## src/rtl/fp_compare_minmax_if.sv

```systemverilog
// Operand/result bundle for the FloPoCo float comparator: operands, predicate
// select and tag in; relation flags, min/max and tag out.
interface fp_compare_minmax_if #(
    parameter int WE    = 11,
    parameter int WF    = 16,
    parameter int TAG_W = 4
);
    localparam int W = WE + WF + 3;

    logic             in_valid;
    logic [W-1:0]     inA;
    logic [W-1:0]     inB;
    logic [2:0]       mode;
    logic [TAG_W-1:0] in_tag;

    logic             out_valid;
    logic             result;
    logic             lt;
    logic             eq;
    logic             gt;
    logic             unord;
    logic [W-1:0]     out_min;
    logic [W-1:0]     out_max;
    logic [TAG_W-1:0] out_tag;

    modport master (
        output in_valid, inA, inB, mode, in_tag,
        input  out_valid, result, lt, eq, gt, unord, out_min, out_max, out_tag
    );

    modport slave (
        input  in_valid, inA, inB, mode, in_tag,
        output out_valid, result, lt, eq, gt, unord, out_min, out_max, out_tag
    );
endinterface

```

## src/rtl/fp_compare_minmax.sv

```systemverilog
// Two-stage FloPoCo float comparator: run-time predicate, lt/eq/gt/unord flags
// and bit-exact min/max forwarding, with valid and tag carried alongside.
module fp_compare_minmax #(
    parameter int WE    = 11,
    parameter int WF    = 16,
    parameter int TAG_W = 4
) (
    input logic                  clk,
    input logic                  rst,
    fp_compare_minmax_if.slave   bus
);
    localparam int W  = WE + WF + 3;
    localparam int MW = WE + WF;

    localparam logic [2:0] M_EQ    = 3'b000;
    localparam logic [2:0] M_NE    = 3'b001;
    localparam logic [2:0] M_LT    = 3'b010;
    localparam logic [2:0] M_LE    = 3'b011;
    localparam logic [2:0] M_GT    = 3'b100;
    localparam logic [2:0] M_GE    = 3'b101;
    localparam logic [2:0] M_UNORD = 3'b110;

    // Signed ordinal of the non-NaN class: -inf < -normal < zero < +normal < +inf.
    function automatic logic signed [2:0] class_rank(input logic [1:0] exn, input logic sign);
        logic signed [2:0] r;
        case (exn)
            2'b01:   r = sign ? -3'sd1 : 3'sd1;
            2'b10:   r = sign ? -3'sd2 : 3'sd2;
            default: r = 3'sd0;
        endcase
        return r;
    endfunction

    function automatic logic eval_pred(input logic [2:0] m, input logic l, input logic e,
                                       input logic g, input logic u);
        logic r;
        case (m)
            M_EQ:    r = e;
            M_NE:    r = ~e;
            M_LT:    r = l;
            M_LE:    r = l | e;
            M_GT:    r = g;
            M_GE:    r = g | e;
            M_UNORD: r = u;
            default: r = ~u;
        endcase
        return r;
    endfunction

    logic [W-1:0]      a_p0;
    logic [W-1:0]      b_p0;
    logic [2:0]        mode_p0;
    logic [TAG_W-1:0]  tag_p0;
    logic signed [2:0] rank_a_p0;
    logic signed [2:0] rank_b_p0;
    logic              mag_gt_p0;
    logic              mag_eq_p0;
    logic              vld_p0;

    // Stage 1: register operands, decode class, compare {exp,frac} magnitudes
    always_ff @(posedge clk) begin
        if (rst) begin
            vld_p0 <= 1'b0;
        end else begin
            vld_p0 <= bus.in_valid;
        end
        a_p0      <= bus.inA;
        b_p0      <= bus.inB;
        mode_p0   <= bus.mode;
        tag_p0    <= bus.in_tag;
        rank_a_p0 <= class_rank(bus.inA[W-1:W-2], bus.inA[W-3]);
        rank_b_p0 <= class_rank(bus.inB[W-1:W-2], bus.inB[W-3]);
        mag_gt_p0 <= bus.inA[MW-1:0] > bus.inB[MW-1:0];
        mag_eq_p0 <= bus.inA[MW-1:0] == bus.inB[MW-1:0];
    end

    logic         nan_a;
    logic         nan_b;
    logic         rel_lt;
    logic         rel_eq;
    logic         rel_gt;
    logic         rel_unord;
    logic [W-1:0] sel_min;
    logic [W-1:0] sel_max;

    // Stage 2: resolve sign against magnitude, then pick min/max
    always_comb begin
        nan_a     = a_p0[W-1:W-2] == 2'b11;
        nan_b     = b_p0[W-1:W-2] == 2'b11;
        rel_lt    = 1'b0;
        rel_eq    = 1'b0;
        rel_gt    = 1'b0;
        rel_unord = 1'b0;
        if (nan_a || nan_b) begin
            rel_unord = 1'b1;
        end else if (rank_a_p0 < rank_b_p0) begin
            rel_lt = 1'b1;
        end else if (rank_a_p0 > rank_b_p0) begin
            rel_gt = 1'b1;
        end else if (rank_a_p0 == 3'sd1) begin
            rel_eq = mag_eq_p0;
            rel_gt = ~mag_eq_p0 & mag_gt_p0;
            rel_lt = ~mag_eq_p0 & ~mag_gt_p0;
        end else if (rank_a_p0 == -3'sd1) begin
            // Negative normals: larger magnitude is the smaller value
            rel_eq = mag_eq_p0;
            rel_lt = ~mag_eq_p0 & mag_gt_p0;
            rel_gt = ~mag_eq_p0 & ~mag_gt_p0;
        end else begin
            rel_eq = 1'b1;
        end

        sel_min = a_p0;
        sel_max = b_p0;
        if (nan_a && !nan_b) begin
            sel_min = b_p0;
            sel_max = b_p0;
        end else if (nan_b) begin
            sel_min = a_p0;
            sel_max = a_p0;
        end else if (rel_gt) begin
            sel_min = b_p0;
            sel_max = a_p0;
        end
    end

    always_ff @(posedge clk) begin
        if (rst) begin
            bus.out_valid <= 1'b0;
            bus.result    <= 1'b0;
            bus.lt        <= 1'b0;
            bus.eq        <= 1'b0;
            bus.gt        <= 1'b0;
            bus.unord     <= 1'b0;
            bus.out_min   <= '0;
            bus.out_max   <= '0;
            bus.out_tag   <= '0;
        end else begin
            bus.out_valid <= vld_p0;
            if (vld_p0) begin
                bus.result  <= eval_pred(mode_p0, rel_lt, rel_eq, rel_gt, rel_unord);
                bus.lt      <= rel_lt;
                bus.eq      <= rel_eq;
                bus.gt      <= rel_gt;
                bus.unord   <= rel_unord;
                bus.out_min <= sel_min;
                bus.out_max <= sel_max;
                bus.out_tag <= tag_p0;
            end
        end
    end
endmodule
```

## src/flat_wrapper.sv

```systemverilog
// flat-port wrapper written by rule: the top's interface ports become plain ports
module fp_compare_minmax_flat 
#(
    parameter int WE    = 11,
    parameter int WF    = 16,
    parameter int TAG_W = 4
)
  (clk, rst, bus_in_valid, bus_inA, bus_inB, bus_mode, bus_in_tag, bus_out_valid, bus_result, bus_lt, bus_eq, bus_gt, bus_unord, bus_out_min, bus_out_max, bus_out_tag);
  fp_compare_minmax_if #(.WE(WE), .WF(WF), .TAG_W(TAG_W)) bus_i ();
  input logic clk;
  input logic rst;
  input wire logic [$bits(bus_i.in_valid)-1:0] bus_in_valid;
  input wire logic [$bits(bus_i.inA)-1:0] bus_inA;
  input wire logic [$bits(bus_i.inB)-1:0] bus_inB;
  input wire logic [$bits(bus_i.mode)-1:0] bus_mode;
  input wire logic [$bits(bus_i.in_tag)-1:0] bus_in_tag;
  output wire logic [$bits(bus_i.out_valid)-1:0] bus_out_valid;
  output wire logic [$bits(bus_i.result)-1:0] bus_result;
  output wire logic [$bits(bus_i.lt)-1:0] bus_lt;
  output wire logic [$bits(bus_i.eq)-1:0] bus_eq;
  output wire logic [$bits(bus_i.gt)-1:0] bus_gt;
  output wire logic [$bits(bus_i.unord)-1:0] bus_unord;
  output wire logic [$bits(bus_i.out_min)-1:0] bus_out_min;
  output wire logic [$bits(bus_i.out_max)-1:0] bus_out_max;
  output wire logic [$bits(bus_i.out_tag)-1:0] bus_out_tag;
  assign bus_i.in_valid = bus_in_valid;
  assign bus_i.inA = bus_inA;
  assign bus_i.inB = bus_inB;
  assign bus_i.mode = bus_mode;
  assign bus_i.in_tag = bus_in_tag;
  assign bus_out_valid = bus_i.out_valid;
  assign bus_result = bus_i.result;
  assign bus_lt = bus_i.lt;
  assign bus_eq = bus_i.eq;
  assign bus_gt = bus_i.gt;
  assign bus_unord = bus_i.unord;
  assign bus_out_min = bus_i.out_min;
  assign bus_out_max = bus_i.out_max;
  assign bus_out_tag = bus_i.out_tag;
  fp_compare_minmax #(.WE(WE), .WF(WF), .TAG_W(TAG_W)) u_core (.clk(clk), .rst(rst), .bus(bus_i));
endmodule
```

## config.mk

```make
export PLATFORM = sky130hd
export DESIGN_NAME = fp_compare_minmax_flat
export DESIGN_NICKNAME = d
export VERILOG_FILES = /design/src/rtl/fp_compare_minmax_if.sv /design/src/rtl/fp_compare_minmax.sv /design/src/flat_wrapper.sv
export SDC_FILE = /design/constraint.sdc
export NUM_CORES = 1
export LEC_CHECK = 0
export CAP_MARGIN = 20
export CORE_MARGIN = 1
export CORE_UTILIZATION = 50
export CTS_CLUSTER_SIZE = 10
export DETAILED_ROUTE_END_ITERATION = 10
export DONT_BUFFER_PORTS = 1
export GPL_TIMING_DRIVEN = 0
export HOLD_SLACK_MARGIN = 0.15
export MAX_ROUTING_LAYER = met4
export PLACE_DENSITY = 0.67
export SLEW_MARGIN = 20
export SYNTH_ARGS = -nofsm -noshare
export SYNTH_HDL_FRONTEND = slang
export SYNTH_SLANG_ARGS = --single-unit
```

## constraint.sdc

```tcl
create_clock -name clk -period 4.4 [get_ports clk]
set_input_delay 0.88 -clock clk [delete_from_list [all_inputs] [get_ports clk]]
set_output_delay 0.88 -clock clk [all_outputs]
set_load 0.02 [all_outputs]
```

==> metrics.md <==
| Metric | Value |
|---|---|
| Ys flop type | `dfxtp_1` |
| Placed cell areas | `5910 um^2` |
| Slowest cell on the critical path | `a211oi_4` |
| Mapped cell area | `5730 um^2` |
| Max cap viols | `0` |
| Largest net degree at the start of global routing | `17` |
| Via/cell ratio | `roughly 5.6` |
| RePlAce Congestion | `slightly above 0.8` |
| Hold Vio Cnt, Final | `0` |
| Cts bufs inserted | `17` |
| DP HPWL | `roughly 9800 um` |
| Normalized max-slew margin | `58.0%` |
| Asr flop ratio synth | `0%` |
| Crit path max fanout | `10` |
| Yosys warnings | `0` |
| Rows | `38` |
| Final Max Slew Viols | `0` |
| Tightest Pin Transition | `between 600 and 700 ps` |
| Met2 Resource Use GR | `between 30% and 40%` |
| Core area | `11000 um^2` |
| WS Path Type | `flip-flop to flip-flop` |
| Worst-case clock buffer depth | `2` |
| Routed vias | `between 4000 and 5000` |
| P_leak | `~2.9 nW` |
| CP max stage delay | `390 ps` |
| Met3 usage | `8.97%` |
| 1st-iter DRT viols | `around 200` |
| Pre-CTS setup slack | `between 1500 and 2000 ps` |
| Final nets | `666` |
| Post-layout minimum cycle time | `roughly 2300 ps` |
| Worst Clk Skew | `approximately 7.3 ps` |
| Crit-path cells | `ha_1 -> and2b_1 -> a211oi_4 -> o22ai_2 -> buf_6 -> buf_8 -> mux2i_1 -> a211oi_1` |
| Final Cell Area | `6580 um^2` |
| Die ar. | `approximately 12000 um^2` |
| Clock transition at the registers of the reported paths | `roughly 60 ps` |
| Setup violations, final | `0` |
| Final TNS setup | `0 ps` |
| GRT Residual Overflow | `0` |
| Io pins | `140` |
| EDFF count, synth | `0` |
| Vias in the first global route | `~4000` |
| Synth Area per Inst | `10.6 um^2` |
| Syn Inst Count | `541` |
| Diode count | `0` |
| CTS tree | `built` |
| Critical path launch point type | `flip-flop` |
| DR DRC count | `0` |
| GR peak layer | `met2` |
| Area growth syn-to-layout | `14.7%` |
| # H-tree levels | `4` |
| Outcome | `complete, no violations` |
| Post-CTS Hold Buffers | `0` |
| DRT Pass-1 Iters | `4` |
| Final ANT Viol Nets | `0` |
| Unique cell type count in the Yosys netlist | `49` |
| Part of the Yosys area used for sequential elements | `between 50% and 60%` |
| Worst skew pair latency | `approximately 410 ps` |
| Type of the tightest min-delay check | `flip-flop to flip-flop` |
| FMAX | `~0.44 GHz` |
| Critical Path RT | `roughly 4700 ps` |
| Post-CTS Setup Inserts | `0` |
| Layout cells sized above 1 | `under 10%` |
| Fin crit share | `between 50% and 60%` |
| Cts repair resizes | `0` |
| Non-filler cells, final | `a little over 700` |
| Drt total wl | `about 13000 um` |
| Synth Register Bits | `about 150` |
| Placed Instances | `about 680` |
| Worst setup margin | `between 2000 and 2500 ps` |
| Die Span Y | `between 100 and 150 um` |
| Worst path arrival time | `2620 ps` |
| Total track usage | `between 20% and 30%` |
| CP Capture Type | `flip-flop` |
| First-pass GRT wire length | `around 20000 um` |
| Worst VDD drop | `around 380 uV` |
| Root buffer cell | `clkbuf_16` |
| Met1 Use GR | `26.5%` |
| Net Count, Synth | `between 600 and 700` |
| Final total power | `about 3.5 mW` |
| IO Port Bufs | `0` |
| Wire per inst | `about 19 um` |
| Power per cell area | `roughly 540 nW/um^2` |
| Unrepaired setup endpoints after global routing | `no` |
| Initial Util | `between 50% and 60%` |
| Initial antenna violation count | `0` |
| Clock sinks | `~150` |
| Die span in x | `109 um` |
[area by class of cell]
type / count / area [um^2]
well taps: 140 / 175
inverters: 37 / 139
fillers: 941 / 4410
clock inverters: 9 / 203
multi-input cells: 328 / 2490
clock buffers: 22 / 464
flip-flops and latches: 146 / 2920
plain buffers: 30 / 185
[layer usage]
layer / vias up / part of all wire [%]
met5: - / 0
met4: 0 / 1.5
met3: 17 / 6.7
met2: 113 / 49
met1: 1920 / 42
li1: 1963 / -
[path summary, 6_finish.rpt]
check / start / endpoint / slack (ps) / cells after the start
setup reg to reg: u_core.rank_a_p0[2]$_DFF_P_ / u_core.bus.out_max[13]$_SDFFE_PP0P_ / 2100 / 8
hold reg to reg: u_core.tag_p0[1]$_DFF_P_ / u_core.bus.out_tag[1]$_SDFFE_PP0P_ / 480 / 2
hold / removal: u_core.tag_p0[1]$_DFF_P_ / u_core.bus.out_tag[1]$_SDFFE_PP0P_ / 480 / 2
setup / recovery: u_core.rank_a_p0[2]$_DFF_P_ / u_core.bus.out_max[13]$_SDFFE_PP0P_ / 2100 / 8
[cell families after synthesis]
| logic type | Yosys count | synth area share [%] |
|---|---|---|
| AOI/OAI and AO/OA | 107 | 14.3 |
| xor gates and xnor gates | 3 | 0.458 |
| DFF | 146 | 51.0 |
| muxes | 62 | 10.8 |
| adders and majority gates | 36 | 7.86 |
| and+or+nand+nor | 120 | 9.91 |
| buffers and inverters | 67 | 5.65 |
[cell usage in the layout (no fill, tap or decap), drive strengths merged, types with 2 or more instances in the layout]
master    n
a31oi     2
o21ai     7
nor4      2
bufinv    6
buf       9
nand2b    4
clkinv    3
nor2b     4
nand3     4
a311o     2
clkbuf   43
xnor2     3
nand2     6
nor2     74
nor3b     4
o22ai     3
mux2i    62
o31ai     2
dfxtp   146
a32o      4
inv      37
o21a      3
or2       4
a211o     2
nand4     9
o21bai    5
a2111o    2
a21oi     7
ha       36
a211oi   61
and2      3
[worst max-delay path: cells and delay by family (launching register included)]
family,cells,cell delay (ps)
buffers and inverters,2,340
DFF,1,360
muxes,1,140
adders and majority gates,1,350
and+or+nand+nor,1,230
AOI/OAI and AO/OA,3,780
[synth_stat cells, types with 3 or more instances]
cell,count,share of area (%)
nand3_1,4,0.35
nor3b_1,3,0.39
a32o_1,4,0.70
or2_1,4,0.44
ha_1,36,7.9
xnor2_1,3,0.46
nor2b_1,4,0.44
nand4_1,9,0.98
nand2_1,6,0.39
o21ai_0,7,0.61
mux2i_1,62,11
dfxtp_1,146,51
nor2_1,74,4.8
o21a_1,3,0.39
a21oi_1,7,0.61
inv_1,37,2.4
o21bai_1,5,0.65
a211oi_1,60,7.9
and2_1,3,0.33
nand2b_1,4,0.44
clkbuf_1,21,1.4
[flip-flops by register name, indices dropped and copies added, names as in the netlist]
signal and cells:
u_core.bus.unord 1, u_core.rank_a_p0 3, u_core.vld_p0 1, u_core.mode_p0 3, u_core.a_p0 30, u_core.b_p0 30, u_core.bus.lt 1, u_core.rank_b_p0 3
u_core.bus.result 1, u_core.bus.out_tag 4, u_core.bus.out_max 30, u_core.bus.eq 1, u_core.mag_eq_p0 1, u_core.bus.out_min 30, u_core.bus.out_valid 1, u_core.bus.gt 1
u_core.mag_gt_p0 1, u_core.tag_p0 4
[through the flow]
step / utilization [%] / hold slack, ps
CTS: 59.9 / 465
finish: 59.9 / 479
global route: 59.9 / 456
detailed placement: 53.8 / 464
floorplan: - / 440
global placement: 53.8 / 447
[power breakdown]
part	leakage, nW	internal [mW]	switching (mW)
Clock	0.324	1.09	0.522
Combinational	1.32	0.190	0.219
Sequential	1.22	1.41	0.114
Total	2.86	2.69	0.855
Power figures use the tool's default switching activity.
